## src/rtl/pipelined_controller.sv

```systemverilog
// Instruction decoder with a STAGES-deep control pipeline and a GEMM issue FSM
// that stalls the pipeline while an external GEMM engine is running.
module pipelined_controller #(
    parameter int unsigned STAGES       = 1,
    parameter int unsigned GEMM_EN      = 1,
    parameter int unsigned GEMM_TIMEOUT = 1024
) (
    input  logic              clk,
    input  logic              rst,
    input  logic [31:0]       instruction,
    input  logic              instr_valid,
    input  logic              stall,
    input  logic [STAGES-1:0] flush,
    input  logic              br_taken,
    input  logic              gemm_done,
    output logic [3:0]        alu_ctrl,
    output logic              a_sel,
    output logic              b_sel,
    output logic              reg_wr_ppl,
    output logic              mem_wr_ppl,
    output logic              mem_read_ppl,
    output logic              pc_sel_ppl,
    output logic              is_mret_ppl,
    output logic              csr_reg_r_ppl,
    output logic              csr_reg_wr_ppl,
    output logic              is_gemm_ppl,
    output logic              illegal_ppl,
    output logic [1:0]        wb_sel_ppl,
    output logic              gemm_start,
    output logic              gemm_busy,
    output logic              gemm_timeout,
    output logic              stall_req
);

    localparam int unsigned CNT_W = (GEMM_TIMEOUT > 1) ? $clog2(GEMM_TIMEOUT) : 1;
    localparam logic [CNT_W-1:0] CNT_LAST = CNT_W'(GEMM_TIMEOUT - 1);
    localparam int unsigned LAST = STAGES - 1;

    localparam logic [4:0] OP_R      = 5'b01100;
    localparam logic [4:0] OP_I      = 5'b00100;
    localparam logic [4:0] OP_LOAD   = 5'b00000;
    localparam logic [4:0] OP_STORE  = 5'b01000;
    localparam logic [4:0] OP_BRANCH = 5'b11000;
    localparam logic [4:0] OP_JAL    = 5'b11011;
    localparam logic [4:0] OP_JALR   = 5'b11001;
    localparam logic [4:0] OP_LUI    = 5'b01101;
    localparam logic [4:0] OP_AUIPC  = 5'b00101;
    localparam logic [4:0] OP_SYSTEM = 5'b11100;
    localparam logic [4:0] OP_GEMM   = 5'b00010;

    localparam logic [3:0] ALU_ADD  = 4'd0;
    localparam logic [3:0] ALU_SUB  = 4'd1;
    localparam logic [3:0] ALU_SLL  = 4'd2;
    localparam logic [3:0] ALU_SLT  = 4'd3;
    localparam logic [3:0] ALU_XOR  = 4'd4;
    localparam logic [3:0] ALU_SLTU = 4'd5;
    localparam logic [3:0] ALU_SRL  = 4'd6;
    localparam logic [3:0] ALU_SRA  = 4'd7;
    localparam logic [3:0] ALU_OR   = 4'd8;
    localparam logic [3:0] ALU_AND  = 4'd9;
    localparam logic [3:0] ALU_LUI  = 4'd10;

    typedef struct packed {
        logic       reg_wr;
        logic       mem_wr;
        logic       mem_read;
        logic       pc_sel;
        logic       is_mret;
        logic       csr_reg_r;
        logic       csr_reg_wr;
        logic       is_gemm;
        logic       illegal;
        logic [1:0] wb_sel;
    } ctrl_t;

    typedef enum logic {
        ST_IDLE,
        ST_WAIT
    } state_t;

    logic [4:0] opcode;
    logic [2:0] func3;
    logic       alt;
    ctrl_t      dec;

    ctrl_t            stage_q [STAGES];
    ctrl_t            stage_d [STAGES];
    state_t           state_q, state_d;
    logic [CNT_W-1:0] cnt_q, cnt_d;
    logic             gemm_exit;
    logic             hold;

    logic unused_instr_bits;

    assign opcode = instruction[6:2];
    assign func3  = instruction[14:12];
    assign alt    = instruction[30];
    assign unused_instr_bits = ^{instruction[31], instruction[28:15],
                                 instruction[11:7], instruction[1:0]};

    // ALU operation from func3; SUB only exists for register-register ops
    function automatic logic [3:0] alu_from_f3(input logic [2:0] f3, input logic alt_bit,
                                               input logic is_reg);
        logic [3:0] op;
        case (f3)
            3'b000:  op = (alt_bit && is_reg) ? ALU_SUB : ALU_ADD;
            3'b001:  op = ALU_SLL;
            3'b010:  op = ALU_SLT;
            3'b011:  op = ALU_SLTU;
            3'b100:  op = ALU_XOR;
            3'b101:  op = alt_bit ? ALU_SRA : ALU_SRL;
            3'b110:  op = ALU_OR;
            default: op = ALU_AND;
        endcase
        return op;
    endfunction

    // Combinational decode; a_sel=1 picks PC, b_sel=1 picks the immediate
    always_comb begin
        dec      = '0;
        alu_ctrl = ALU_ADD;
        a_sel    = 1'b0;
        b_sel    = 1'b0;
        case (opcode)
            OP_R: begin
                dec.reg_wr = 1'b1;
                dec.wb_sel = 2'b01;
                alu_ctrl   = alu_from_f3(func3, alt, 1'b1);
            end
            OP_I: begin
                dec.reg_wr = 1'b1;
                dec.wb_sel = 2'b01;
                alu_ctrl   = alu_from_f3(func3, alt, 1'b0);
                b_sel      = 1'b1;
            end
            OP_LOAD: begin
                dec.reg_wr   = 1'b1;
                dec.mem_read = 1'b1;
                dec.wb_sel   = 2'b10;
                b_sel        = 1'b1;
            end
            OP_STORE: begin
                dec.mem_wr = 1'b1;
                b_sel      = 1'b1;
            end
            OP_BRANCH: begin
                dec.pc_sel = br_taken;
                a_sel      = 1'b1;
                b_sel      = 1'b1;
            end
            OP_JAL: begin
                dec.reg_wr = 1'b1;
                dec.pc_sel = 1'b1;
                a_sel      = 1'b1;
                b_sel      = 1'b1;
            end
            OP_JALR: begin
                dec.reg_wr = 1'b1;
                dec.pc_sel = 1'b1;
                b_sel      = 1'b1;
            end
            OP_LUI: begin
                dec.reg_wr = 1'b1;
                dec.wb_sel = 2'b01;
                alu_ctrl   = ALU_LUI;
                b_sel      = 1'b1;
            end
            OP_AUIPC: begin
                dec.reg_wr = 1'b1;
                dec.wb_sel = 2'b01;
                a_sel      = 1'b1;
                b_sel      = 1'b1;
            end
            OP_SYSTEM: begin
                if (func3 == 3'b000 && instruction[29]) begin
                    dec.is_mret = 1'b1;
                end else if (func3 == 3'b001) begin
                    dec.csr_reg_r  = 1'b1;
                    dec.csr_reg_wr = 1'b1;
                    dec.reg_wr     = 1'b1;
                    dec.wb_sel     = 2'b11;
                end
            end
            OP_GEMM: begin
                if (GEMM_EN != 0) begin
                    dec.is_gemm = 1'b1;
                end else begin
                    dec.illegal = 1'b1;
                end
            end
            default: dec.illegal = 1'b1;
        endcase
    end

    // GEMM issue FSM: launch from the last stage, hold the pipe until done or timeout
    always_comb begin
        state_d      = state_q;
        cnt_d        = cnt_q;
        gemm_start   = 1'b0;
        gemm_timeout = 1'b0;
        gemm_exit    = 1'b0;
        case (state_q)
            ST_IDLE: begin
                if (GEMM_EN != 0 && stage_q[LAST].is_gemm) begin
                    gemm_start = 1'b1;
                    cnt_d      = '0;
                    state_d    = ST_WAIT;
                end
            end
            ST_WAIT: begin
                cnt_d = cnt_q + CNT_W'(1);
                if (gemm_done) begin
                    gemm_exit = 1'b1;
                    state_d   = ST_IDLE;
                end else if (GEMM_TIMEOUT != 0 && cnt_q == CNT_LAST) begin
                    gemm_timeout = 1'b1;
                    gemm_exit    = 1'b1;
                    state_d      = ST_IDLE;
                end
            end
            default: state_d = ST_IDLE;
        endcase
    end

    assign gemm_busy = (state_q == ST_WAIT);
    assign stall_req = (state_q == ST_WAIT);
    assign hold      = stall | stall_req;

    // Per-stage update: flush beats hold beats advance
    always_comb begin
        stage_d = stage_q;
        if (flush[0]) begin
            stage_d[0] = '0;
        end else if (!hold) begin
            stage_d[0] = instr_valid ? dec : '0;
        end
        for (int i = 1; i < int'(STAGES); i++) begin
            if (flush[i]) begin
                stage_d[i] = '0;
            end else if (!hold) begin
                stage_d[i] = stage_q[i-1];
            end
        end
        // Retire the issued GEMM so a held last stage cannot relaunch it
        if (gemm_exit) begin
            stage_d[LAST].is_gemm = 1'b0;
        end
    end

    always_ff @(posedge clk) begin
        if (rst) begin
            state_q <= ST_IDLE;
            cnt_q   <= '0;
            for (int i = 0; i < int'(STAGES); i++) begin
                stage_q[i] <= '0;
            end
        end else begin
            state_q <= state_d;
            cnt_q   <= cnt_d;
            for (int i = 0; i < int'(STAGES); i++) begin
                stage_q[i] <= stage_d[i];
            end
        end
    end

    assign reg_wr_ppl     = stage_q[LAST].reg_wr;
    assign mem_wr_ppl     = stage_q[LAST].mem_wr;
    assign mem_read_ppl   = stage_q[LAST].mem_read;
    assign pc_sel_ppl     = stage_q[LAST].pc_sel;
    assign is_mret_ppl    = stage_q[LAST].is_mret;
    assign csr_reg_r_ppl  = stage_q[LAST].csr_reg_r;
    assign csr_reg_wr_ppl = stage_q[LAST].csr_reg_wr;
    assign is_gemm_ppl    = stage_q[LAST].is_gemm;
    assign illegal_ppl    = stage_q[LAST].illegal;
    assign wb_sel_ppl     = stage_q[LAST].wb_sel;

endmodule

```

## config.mk

```make
export PLATFORM = sky130hd
export DESIGN_NAME = pipelined_controller
export DESIGN_NICKNAME = d
export VERILOG_FILES = /design/src/rtl/pipelined_controller.sv
export SDC_FILE = /design/constraint.sdc
export NUM_CORES = 1
export LEC_CHECK = 0
export BUFFER_PORTS_ARGS = -buffer_cell sky130_fd_sc_hd__buf_2
export CAP_MARGIN = 20
export CORE_MARGIN = 1.5
export CORE_UTILIZATION = 30
export DETAILED_ROUTE_END_ITERATION = 16
export SYNTH_ARGS = -nofsm -noshare
export SYNTH_HDL_FRONTEND = slang
export SYNTH_SLANG_ARGS = --single-unit
```

## constraint.sdc

```tcl
create_clock -name clk -period 3.95 [get_ports clk]
set_input_delay 0.79 -clock clk [delete_from_list [all_inputs] [get_ports clk]]
set_output_delay 0.79 -clock clk [all_outputs]
set_load 0.02 [all_outputs]
```

# Word level (Yosys, flattened, before mapping)
# Cells that the tools add are included.
word_totals:
  inputBits: 39
  ff_bits: 22
  wordCells: 77
  output_inout_bits: 21
op_classes:
  n_eq_ne: 18
  mux: 33
  bitwise_logic: 2
  n_addsub: 1
  reduce_logical: 11
op_table:
  columns: ["operator", "count"]
  rows:
  - ["$pmux W4 S7", 2]
  - ["$eq A5 B5 Y1 const B", 4]
  - ["$mux W1", 20]
  - ["$pmux W10 S2", 1]
  - ["$eq A5 B4 Y1 const B", 3]
  - ["$pmux W4 S3", 1]
  - ["$mux W11", 1]
  - ["$reduce_or A11 Y1", 1]
  - ["$add A10 B1 Y10 const B", 1]
  - ["$eq A10 B10 Y1 const B", 1]
  - ["$eq A5 B3 Y1 const B", 2]
  - ["$mux W10", 1]
  - ["$eq A3 B3 Y1 const B", 3]
  - ["$reduce_or A8 Y1", 1]
  - ["$reduce_or A7 Y1", 1]
  - ["$eq A3 B2 Y1 const B", 2]
  - ["$pmux W1 S2", 3]
  - ["$pmux W2 S3", 1]
  - ["$reduce_or A3 Y1", 2]
  - ["$eq A5 B2 Y1 const B", 1]
  - ["$logic_not A5 Y1", 1]
  - ["$mux W2", 2]
  - ["$reduce_or A2 Y1", 2]
  - ["$reduce_or A4 Y1", 1]
  - ["other kinds (7)", 7]

# Depth between registers and ports, before layout
# Gate-level depths: netlist of the first run.
logic_depth:
  depth_word: 5
  mapped_depth: 5
  depth_no_buf: 5

# Worst setup path after synthesis of the first run
# OpenSTA, ideal clock, no wires.
synth_timing:
  kind: "in2out"
  from: "input port instruction[3]"
  to: "output port alu_ctrl[0]"
  arrival_ns: 2.517
  n_path_buf: 1
  slack_ns: 0.643
  required_ns: 3.160
  path_stages: 5
  cell_sequence: "buf_2 > and4bb_2 > a21o_1 > a21oi_1 > a2111oi_0"
synth_via:
  elab_chain_cells: 2
  word_cells_on_any_way: 4
  cone_classes: "eq/ne (3); mux (1)"
synth_lines:
  columns: ["item", "line_no", "source"]
  rows:
  - ["from (decl)", "10", "input logic [31:0] instruction,"]
  - ["$eq A5 B4 Y1 / $eq A5 B3 Y1 (equally long branches)", "124", "case (opcode)"]
  - ["$pmux W4 S3 *", "124", null]
  - ["to (decl)", "16", "output logic [3:0] alu_ctrl,"]
# Every way passes the cells marked *; elsewhere a longest branch is shown, timed or not.

# Worst setup path after layout of the first run
layout_timing:
  from: "input port instruction[2]"
  to: "output port alu_ctrl[0]"
# Same word-level chain as after synthesis.

==> flow_results.org, run 1 <==
** Status
- The flow ran to the end, and the final reports show no timing, DRC or antenna violations.

** Yosys
- Mapped Cells :: 154
- The number of nets handed over by synthesis was 194.
- The synthesized design contains 0 enable-type register cells.
- The most used flip-flop cell after synthesis is dfxtp_1.
- Number of distinct library cell variants in the gate-level netlist after synthesis :: 44
- The mapped netlist covers 1190 sq um.
- Number of synthesis warnings :: 0
- Sequential share of the synthesized area :: 0.353
- The synthesized design contains 21 register bits.
- Proportion of synthesized flip-flops having asynchronous set or reset :: 0
- Mean Syn Cell Area :: 7.74 sq um

** Worst setup path
- Cell at the slowest stage of the critical path :: and4bb_2
- Walking the worst path, the cells encountered are buf_2, and4bb_2, a21o_1, a21oi_1, a2111oi_0, buf_2.
- The startpoint identified for the worst register-to-register timing path is gemm_busy.
- Arr. time, crit path :: 2.03 ns
- Nature of the critical path endpoint :: output pin
- Largest fanout on the critical path :: 11
- Crit path launch :: instruction[2]
- Longest individual stage delay on the worst path :: 0.36 ns
- The critical path is of the input port to output pin type.
- The most numerous cell type found on the critical path is buf_2.
- For the worst setup path, the data required time is 3.16 ns.
- Type of origin of the critical path :: input port

** STA
- Hold violation count in the final report :: 0
- RSZ-0062 raised after global routing :: no
- Slew @ Worst Pin :: 0.536 ns
- Min Clock Period, post-route :: 2.82 ns
- Setup violations remaining at the end of the flow were counted as 0.
- Derived from the worst setup path, the maximum achievable clock frequency is 0.355 GHz.
- The worst pin sits at a relative slew slack of 0.642.
- Total count of max-transition violations in the final report :: 0
- Final worst clock skew :: 0.00427 ns
- Share of the cycle needed by the critical path after routing :: 0.713
- In the post-route analysis, the smallest setup slack over all paths is 1.13 ns.
- Adding up every negative setup slack in the final design gives 0 ns.

** Placed design
- Detailed placement finished with a half-perimeter wire length of 2100 um.
- In this run the cell area measured after placement is 1390 sq um.
- Post-Place Worst Slack :: 1.11 ns
- Gpl congestion :: 0.752
- The count of buffers added on input and output ports is 37.
- Number of cells after detailed placement :: 229

** Global routing
- For this run, the total global-route usage over all layers was measured as 0.137.
- Entering global routing, the biggest net connects 19 pins.
- Global-route wire length before repair :: 4660 um
- The via count of the first global-routing pass is 1047.
- Summed over all layers, the global routing overflow is 0.
- Antenna violations before repair :: 0

** Finish
- For this run, the share of the core covered by cells in the final layout is 0.383.
- For this run, the post-layout net count is 226.
- Post-route non-filler standard cell count :: 233
- Once layout is done, the placed cells without fillers occupy 1440 sq um.
- Of the cells placed in the final design, the portion with a size suffix greater than 1 is 0.259.
- Most frequent cells in the layout :: 37 x buf_2, 21 x dfxtp_1, 19 x nor2_1
- Synthesis-to-layout area growth :: 20.4%
- The repair_antennas step left the layout with diodes totalling 0.
- Most common cell after layout, fill and taps aside :: buf_2

** Routing
- The routed layout has 1173 vias.
- The detail route stage leaves a number of antenna-violating nets equal to 0.
- After detailed routing, the total wire length is 2810 um.
- Residual DRC count :: 0
- In the routed layout, each cell is associated on average with a via count of 5.03.
- WL per Instance :: 12.0 um
- The first detailed-routing pass ran for 4 iterations.
- The detailed router finished its first iteration with 38 violations.

** Clock network
- Clock slew at the register clock pins of the worst setup and hold paths :: 0.07 ns
- Number of sinks driven by the clock tree :: 21
- TritonCTS clock tree :: yes
- The clock reaches the later pin of the worst-skew pair after 0.26 ns.
- Maximum root-to-sink buffer count :: 2
- Number of buffers created by CTS :: 3
- Number of gates resized after CTS :: 0
- Clk Tree Root Cell :: clkbuf_8
- Buffers inserted to repair hold after CTS numbered 0.
- CTS built an H-tree with a depth of 1.
- Post-CTS Setup Bufs :: 0

** Pwr
- Worst vdd ir :: 0.215 mV
- Static Leakage :: 0.615 nW
- Cell Pwr Density :: 276 nW/um^2

** Floorplan
- For this configuration, the core starts out at a cell density of 0.319.
- For this design the top-level I/O count stands at 60.
- The floorplan has 22 rows.
- The floorplan step defined a die boundary enclosing 4360 sq um.
- The floorplan step set the die height to 66.0 um.
- Horizontal die dimension :: 66.0 um
- Core Box Area :: 3740 sq um

** Hold path
- The startpoint identified for the worst hold timing path is wb_sel_ppl[0].
- Worst Hold Class :: flop to flop

** Job
- The tool flagged a number of max-cap violations equal to 0.
-- worst max-delay path: cells and delay by family --
kind	cells	cell delay, ns
buf+inv	2	0.39
simple gates	1	0.36
compound gates	3	0.48
-- through the flow --
stage	power [mW]	hold slack, ns
final	0.396	0.451
after global placement	0.265	0.435
after global routing	0.422	0.466
after floorplan	0.246	0.492
after detailed placement	0.265	0.437
after CTS	0.404	0.456
-- layout make-up --
cell class / count / area, sq um
fillers: 440 / 2310
multi-input cells: 119 / 709
flip-flops and latches: 21 / 420
repair buffers: 37 / 185
well taps: 48 / 60.1
clock buffers: 4 / 45.0
inverters: 4 / 15.0
-- Yosys cell counts (2+ instances only) --
library cell,count,share of area
clkbuf_1,6,0.019
a21oi_1,11,0.046
nand4_1,5,0.026
a21o_1,4,0.025
a2bb2oi_1,2,0.015
nor2b_1,2,0.010
or2_2,2,0.010
and3_1,2,0.010
buf_4,2,0.013
nor2_1,19,0.060
nand3_1,6,0.025
mux2_2,4,0.038
nand2b_1,3,0.016
buf_2,2,0.0084
mux2i_1,2,0.017
inv_1,4,0.013
o21ai_0,6,0.025
nor4_1,2,0.010
nand4b_1,2,0.015
a31oi_1,2,0.010
nand2_1,17,0.054
dfxtp_1,21,0.35
nor3_1,6,0.025
a22oi_1,2,0.013
-- registers in the layout, summed over array words and instances, names as in the netlist --
| register | count |
|---|---|
| is_gemm_ppl | 1 |
| mem_wr_ppl | 1 |
| wb_sel_ppl | 2 |
| reg_wr_ppl | 1 |
| pc_sel_ppl | 1 |
| cnt_q | 10 |
| illegal_ppl | 1 |
| mem_read_ppl | 1 |
| gemm_busy | 1 |
| is_mret_ppl | 1 |
| csr_reg_r_ppl | 1 |
-- path summary, 6_finish.rpt --
path | to | slack [ns] | cells after the start
worst max register to register | mem_wr_ppl | 2.27 | 4
worst max-delay path | alu_ctrl[0] | 1.13 | 6
worst min-delay path | wb_sel_ppl[0] | 0.45 | 2
worst min register to register | wb_sel_ppl[0] | 0.45 | 2
-- report_power, final --
group | internal, mW | total, mW | switching (mW) | leakage (nW)
registers | 0.212 | 0.213 | 0.000485 | 0.169
clock network | 0.0717 | 0.136 | 0.0647 | 0.0228
logic | 0.0170 | 0.0468 | 0.0298 | 0.423
total | 0.301 | 0.396 | 0.0949 | 0.615
-- per-layer routing --
metal  vias to the layer above  GRT usage  wire length [um]
li1                        619          -                 -
met1                       528      0.180              1440
met2                        20      0.211              1190
met3                         6     0.0375               115
met4                         0     0.0587                59
met5                         -          0                 0
-- cells by family (layout without fill, tap and decap cells) --
logic type,after synthesis,in the layout,synth area share
AND/OR/NAND/NOR,76,76,0.330
buffers and inverters,14,45,0.0525
flip-flops,21,21,0.353
XOR/XNOR,1,1,0.00735
AO/OA/AOI/OAI,35,35,0.193
multiplexers,6,6,0.0546
adder cells (fa/ha/maj),1,1,0.0105
Power figures use the tool's default switching activity.
==> run 2: changes to the inputs <==
--- a/config.mk
+++ b/config.mk
@@ -5,6 +5,7 @@
 export SDC_FILE = /design/constraint.sdc
 export NUM_CORES = 1
 export LEC_CHECK = 0
+export ABC_AREA = 1
 export BUFFER_PORTS_ARGS = -buffer_cell sky130_fd_sc_hd__buf_2
 export CAP_MARGIN = 20
 export CORE_MARGIN = 1.5
==> constraint.sdc (replaced) <==
create_clock -name clk -period 2.9 [get_ports clk]
set_input_delay 0.58 -clock clk [delete_from_list [all_inputs] [get_ports clk]]
set_output_delay 0.58 -clock clk [all_outputs]
set_load 0.02 [all_outputs]
==> flow_results.org, run 2 <==
** Clock network
- TritonCTS built the clock tree.
- The cell sitting at the root of the clock tree is a clkbuf_8.
- Number of sinks driven by the clock tree :: 21 (unchanged)
- The clock buffer count from CTS is 3 (unchanged).
- The buffer depth of the longest clock path was 2 (unchanged).
- Number of H-tree branching levels :: 1 (unchanged)
- Clock slew at the register clock pins of the worst setup and hold paths :: 0.09 ns (+0.02 ns)
- The count of buffers added by post-CTS timing repair for setup is 0 (unchanged).
- Number of gates resized after CTS :: 0 (unchanged)
- Cts hold-fix bufs :: 0 (unchanged)
- Clock latency of the later-clocked register in the worst-skew pair :: 0.27 ns (about the same)

** Yosys
- Most numerous cell types in the synthesized netlist :: 54 x nand2_1, 22 x inv_1, 21 x dfxtp_1, 19 x a21oi_1, 17 x nor2_1
- The net count after synthesis is 230 (+19%).
- The gate count of the mapped netlist came to 190 (+23%).
- The sequential cell area fraction in the yosys report came to 0.336 (-0.0162).
- Number of synthesis warnings :: 0 (unchanged)
- Count of state elements after synthesis :: 21 (unchanged)
- The proportion of register bits with asynchronous set or reset after synthesis is 0 (unchanged).
- The post-synthesis cell area came to 1250 sq um (+4.8%).
- Number of synthesized flops with an enable pin :: 0 (unchanged)
- Prevailing post-synth register cell :: dfxtp_1
- nand2_1 is the most common cell in the netlist.
- The number of distinct standard cells referenced by the synthesized netlist is 28 (-36%).
- Area share of the largest cell type after synthesis :: 0.336 (-0.0162)
- Library cell occupying the most area in the post-synthesis netlist :: dfxtp_1
- By area the synthesized netlist is led by dfxtp_1 34%, nand2_1 16%, a21oi_1 7.6%, inv_1 6.6%, nand3_1 6.0%.
- The synthesized area per cell came to 6.58 sq um (-15%).

** Placed design
- The half-perimeter wire length of the detailed placement result came to 2220 um (+5.5%).
- The number of buffers inserted by port buffering was 37 (unchanged).
- The pre-CTS setup slack came to 0.747 ns (-0.358 ns).
- The cell area reported after detailed placement is 1470 sq um (+5.5%).
- Gpl congestion :: 0.836 (+11%)

** STA
- Final worst clock skew :: 0.0115 ns (+0.00722 ns)
- The final number of max-transition violations is 0 (unchanged).
- Slew @ Worst Pin :: 0.560 ns (+0.0243 ns)
- The total setup violations reported at the end of the flow came to 0 (unchanged).
- Final setup slack of the worst path :: 0.628 ns (-0.506 ns)
- Achievable Freq :: 0.440 GHz
- Worst hold-check slack :: 0.464 ns (+0.0133 ns)
- RSZ-0062 raised after global routing :: no
- The headroom to the max-slew limit is 0.626 (-0.0162).
- The clock period could shrink to 2.27 ns.
- Share of the cycle needed by the critical path after routing :: 0.783
- The final count of hold timing violations came to 0 (unchanged).
- Setup TNS :: 0 ns (unchanged)

** Global routing
- Met2 GRT Util :: 0.212 (+0.00115)
- Global routing usage summed across all routing layers :: 0.136 (-0.00145)
- Antenna violations before repair :: 0 (unchanged)
- The wire length of the first global-routing pass is 4870 um (+4.4%).
- The via count of the first global-routing pass was 1133 (+8.2%).
- The met3 capacity usage during global routing is 0.0367 (-0.000812).
- met2 is the most crowded layer.
- The maximum number of pins on one net before global-route repair was 14 (-5).
- The met1 global-route usage came to 0.186 (+0.00584).
- The global-route congestion overflow total was 0 (unchanged).

** Floorplan
- The count of pins on the block boundary is 60 (unchanged).
- Total Die Area :: 4560 sq um (+4.6%)
- Effective utilization at floorplan :: 0.312 (-0.00604)
- Core Box Area :: 4000 sq um (+6.9%)
- The die width is 67.6 um (+2.3%).
- Row count :: 23 (+4.5%)
- Die height :: 67.6 um (+2.3%)

** Pwr
- Overall power of the completed layout :: 0.564 mW (+42%)
- Static Leakage :: 0.730 nW (+19%)
- Cell Pwr Density :: 372 nW/um^2 (+35%)
- Worst vdd ir :: 0.249 mV (+16%)

** Finish
- The library cells used most frequently in the layout, excluding fill and tap cells, are 54 x nand2_1, 37 x buf_2, 22 x inv_1.
- Post-route standard cell area excluding fillers :: 1520 sq um (+5.6%)
- The final antenna diode count was 0 (unchanged).
- Leaving out fill and tap cells, the most frequent cell in the layout is nand2_1.
- Synthesis-to-layout area growth :: 21.2%
- The fraction of layout instances using a drive strength above 1 came to 0.256 (-0.00395).
- More flip-flops sit in one register than any other, and that register is cnt_q.
- Sequential cell area :: 420 sq um (unchanged)
- Max FFs per register :: 10 (unchanged)
- The number of nets in the layout was 268 (+19%).
- The number of filler cells placed in the layout was 449 (+2.0%).
- The combined area of the multi-input logic cells is 702 sq um (-1.1%).

** Worst setup path
- Arr. time, crit path :: 1.69 ns (-0.34 ns)
- Longest individual stage delay on the worst path :: 0.42 ns (+0.06 ns)
- Nature of the critical path endpoint :: output pin
- STA classifies the critical path startpoint as a flop.
- Kind of critical path :: flop to output pin
- Largest fanout on the critical path :: 4 (-7)
- Cell-by-cell listing of the critical path :: ha_1, nand2_1, nor3_2, nand3_1, nor3_1, buf_2
- The required time reported for the critical path endpoint is 2.32 ns (-0.84 ns).
- The largest individual stage delay along the critical path comes from the cell dfxtp_1.

** Routing
- The length of the first detailed-routing pass in iterations was 4 (unchanged).
- The vias after detailed routing came to 1263 (+7.7%).
- The count of unresolved DRC violations after routing was 0 (unchanged).
- The iteration-0 DRC count of the detailed router was 47 (+24%).
- The detail-routed net length per standard cell is 10.0 um (-17%).
- Wire length after detailed routing :: 2780 um (-1.0%)
- Average vias per placed instance :: 4.56 (-9.4%)
- Remaining antenna violation count :: 0 (unchanged)

** Hold path
- The path class of the tightest hold or removal check is flop to flop.

** Status
- Run status :: finished, final reports clean

** Job
- The reported max-cap violation count came to 0 (unchanged).
[run 2: path summary, 6_finish.rpt]
kind | startpoint | to | slack, ns | cells past startpoint
worst max register to register | cnt_q[0] | gemm_busy | 1.46 | 6
worst max-delay path | cnt_q[0] | gemm_timeout | 0.63 | 6
worst min-delay path | is_mret_ppl | is_mret_ppl | 0.46 | 2
worst min register to register | is_mret_ppl | is_mret_ppl | 0.46 | 2
[run 2: worst max-delay path, delay by kind of cell, from the launching register on]
| family | cells | cell delay, ns |
|---|---|---|
| adder cells (fa/ha/maj) | 1 | 0.23 |
| buffers and inverters | 1 | 0.18 |
| flip-flops | 1 | 0.42 |
| AND/OR/NAND/NOR | 4 | 0.57 |
[run 2: cell type report]
type / instances / area share
Multi-Input combinational cell: 140 / 0.463
Clock inverter: 1 / 0.00495
Inverter: 25 / 0.0636
Tap cell: 50 / 0.0413
Sequential cell: 21 / 0.277
Timing Repair Buffer: 37 / 0.122
Clock buffer: 3 / 0.0273
[run 2: stage by stage]
step                cells   util
global route          277  0.379
floorplan             190      -
detailed placement    273  0.367
global placement      273  0.367
CTS                   277  0.379
finish                277  0.379
[run 2: where the power goes]
part | total (mW) | switching, mW | internal [mW]
Sequential | 0.290 | 0.000957 | 0.289
Combinational | 0.0699 | 0.0469 | 0.0230
Clock | 0.204 | 0.106 | 0.0972
[run 2: cell families (layout without fill, tap and decap cells)]
group	after synthesis	count (layout)	synth area share
flip-flops	21	21	0.336
AO/OA/AOI/OAI	31	31	0.135
buffers and inverters	29	66	0.102
adder cells (fa/ha/maj)	1	1	0.0100
AND/OR/NAND/NOR	108	108	0.416
[run 2: metal layers]
layer	wire length [um]	vias up
li1	-	694
met1	1460	546
met2	1190	23
met3	130	0
met4	0	0
met5	0	-
==> run 3: changes to the inputs <==
==> constraint.sdc (replaced) <==
create_clock -name clk -period 1.8 [get_ports clk]
set_input_delay 0.36 -clock clk [delete_from_list [all_inputs] [get_ports clk]]
set_output_delay 0.36 -clock clk [all_outputs]
set_load 0.02 [all_outputs]
==> flow_results.org, run 3 (synthesis gave the netlist of run 2 again) <==
** STA
- Slew @ Worst Pin :: 0.422 ns (-0.138 ns)
- For this run, the top clock speed supported by timing is 0.548 GHz.
- Setup violators final :: 1 (+1)
- The final-layout setup total negative slack is -0.0244 ns (-0.0244 ns).
- The headroom to the max-slew limit came to 0.718 (+0.0923).
- Worst hold-check slack :: 0.348 ns (-0.116 ns)
- Of the available clock period, the critical path in the final layout requires 1.01.
- Final setup slack of the worst path :: -0.0244 ns (-0.653 ns)
- Setup repair after global routing could not meet its margin everywhere.
- Min Clock Period, post-route :: 1.82 ns
- The final count of hold timing violations is 0 (unchanged).
- The final number of max-transition violations was 0 (unchanged).
- The largest clock skew in the final design was 0.00452 ns (-0.00697 ns).

** Global routing
- Aggregate global routing overflow :: 0 (unchanged)
- Antenna violations before repair :: 0 (unchanged)
- Number of global-route vias before repair :: 1146 (+1.1%)
- The maximum number of pins on one net before global-route repair came to 13 (-1).
- The wire length of the first global-routing pass came to 4990 um (+2.4%).
- The total track usage is 0.139 (+0.00318).

** Hold path
- Worst Hold Class :: input port to flop
- In this run the most critical hold path is launched from rst.
- The depth of the worst hold-timing path came to 2 (unchanged).
- The worst hold path terminates at cnt_q[1].

** Pwr
- Worst vdd ir :: 0.307 mV (+23%)
- Relative contribution of combinational cells to total power :: 0.131 (+0.007)
- The share of power burned in the clock network was 0.349 (-0.012).
- Cell Pwr Density :: 556 nW/um^2 (+49%)
- The power spent charging and discharging nets is 0.238 mW (+54%).
- Static Leakage :: 0.802 nW (+9.7%)
- The portion of total power attributed to sequential cells was 0.521 (+0.006).
- Overall power of the completed layout :: 0.895 mW (+59%)
- Internal power consumption :: 0.657 mW (+60%)
- Sw Share :: 0.266 (-0.00769)

** Job
- Number of max-cap violations :: 0 (unchanged)

** Finish
- Post-route standard cell area excluding fillers :: 1610 sq um (+6.3%)
- In the layout the commonest cells are 53 x nand2_1, 36 x buf_2, 22 x inv_1.
- Most common cell after layout, fill and taps aside :: nand2_1
- Max FFs per register :: 10 (unchanged)
- The area growth from synthesis to layout is 28.8%.
- The fraction of layout instances using a drive strength above 1 is 0.308 (+0.0522).
- Antenna fix cells :: 0 (unchanged)
- Ranked by flip-flop count, first place goes to cnt_q.
- Nets@finish :: 275 (+2.6%)

** Placed design
- Placed instance area :: 1490 sq um (+1.9%)
- Number of buffer cells added on primary ports :: 37 (unchanged)
- Gpl congestion :: 0.829 (-0.83%)
- The pre-CTS setup slack is 0.131 ns (-0.616 ns).
- Post-DP HPWL :: 2300 um (+3.9%)

** Worst setup path
- Cell-by-cell listing of the critical path :: ha_4, nand2_4, nor3_4, nand3_2, nor3_2, buf_4
- In this run the critical register-to-register path is launched from cnt_q[1].
- CP Data Required Time :: 1.44 ns (-0.88 ns)
- Nature of the critical path endpoint :: output pin
- The worst setup slack for register-to-register paths came to 0.34 ns (-1.12 ns).
- Type of origin of the critical path :: flop
- Kind of critical path :: flop to output pin
- In this run the critical register-to-register path is captured at gemm_busy.
- Count of cells along the worst register-to-register path :: 8 (+2)
- On the critical path, the stage with the largest delay is an instance of dfxtp_4.
- The delay contributed by the slowest stage of the critical path was 0.36 ns (-0.06 ns).
- The arrival time at the worst endpoint is 1.46 ns (-0.23 ns).
- The peak fanout along the critical path came to 3 (-1).

** Routing
- The antenna violation net count after detailed routing came to 0 (unchanged).
- The vias after detailed routing came to 1357 (+7.4%).
- Residual DRC count :: 0 (unchanged)
- The iteration-0 DRC count of the detailed router is 66 (+40%).
- Average vias per placed instance :: 4.78 (+4.8%)
- First-pass iteration count of the detailed router :: 4 (unchanged)
- Wire length after detailed routing :: 2960 um (+6.5%)
- The detail-routed net length per standard cell came to 10.4 um (+3.9%).

** Clock network
- TritonCTS built the clock tree.
- Number of buffers created by CTS :: 3 (unchanged)
- The cell sitting at the root of the clock tree is a clkbuf_8.
- Maximum root-to-sink buffer count :: 2 (unchanged)
- Clock slew at the register clock pins of the worst setup and hold paths :: 0.08 ns (about the same)
- Number of sinks driven by the clock tree :: 21 (unchanged)
- The later-pin clock latency in the skew report was 0.26 ns (about the same).
- Number of H-tree branching levels :: 1 (unchanged)

** Status
- Violations in the final reports :: setup timing
- The run finished, with violations left.

** Floorplan
- Total Die Area :: 4560 sq um (unchanged)
- I/O pin count :: 60 (unchanged)
- Die height :: 67.6 um (unchanged)
- The placeable core region is 4000 sq um (unchanged).
- Row count :: 23 (unchanged)
- Effective utilization at floorplan :: 0.312 (unchanged)
- Horizontal die dimension :: 67.6 um (unchanged)
-- run 3: metrics by stage --
step,util,std cells
6_report,0.403,284
5_1_grt,0.403,284
4_1_cts,0.393,281
3_5_place_dp,0.373,276
3_3_place_gp,0.373,276
2_1_floorplan,-,190
-- run 3: worst max-delay path by stage --
stage,start,to,slack (ns),cells after the start
finish,cnt_q[1],gemm_timeout,-0.02,6
global route,cnt_q[0],gemm_timeout,-0.10,6
CTS,cnt_q[6],gemm_timeout,0.02,5
detailed placement,instruction[4],alu_ctrl[0],0.13,10
global placement,instruction[4],alu_ctrl[0],0.12,10
floorplan,instruction[6],alu_ctrl[1],0.16,4
-- run 3: metal layers --
metal,part of all wire,global-route usage
met1,0.50,0.204
met2,0.45,0.212
met3,0.049,0.0217
met4,0,0.0306
met5,0,0
-- run 3: final cells by class --
cell class / instances / area, sq um
fill: 421 / 2390
sequential: 21 / 427
timing repair buffer: 44 / 240
clock buffer: 3 / 41.3
multi-input combinational: 140 / 738
tap: 50 / 62.6
inverter: 25 / 96.3
clock inverter: 1 / 5.00
-- run 3: power by group through the flow --
stage | Sequential (mW) | Combinational (mW) | Clock [mW]
after global routing | 0.467 | 0.131 | 0.346
after floorplan | 0.481 | 0.0658 | 0
final | 0.466 | 0.117 | 0.312
after global placement | 0.479 | 0.117 | 0
after detailed placement | 0.479 | 0.117 | 0
after CTS | 0.468 | 0.117 | 0.325
-- run 3: critical path: cells and delay by family, from the launching register on --
kind / cells / cell delay (ns)
adders and majority gates: 1 / 0.16
buffers and inverters: 1 / 0.16
and+or+nand+nor: 4 / 0.53
DFF: 1 / 0.36
-- run 3: repair_timing --
action                     4_1_cts  5_1_grt
resized for setup                7        4
setup endpoints to repair        1        1
pin swaps                        2        4
hold buffers                     0        0
buffers inserted                 1        3
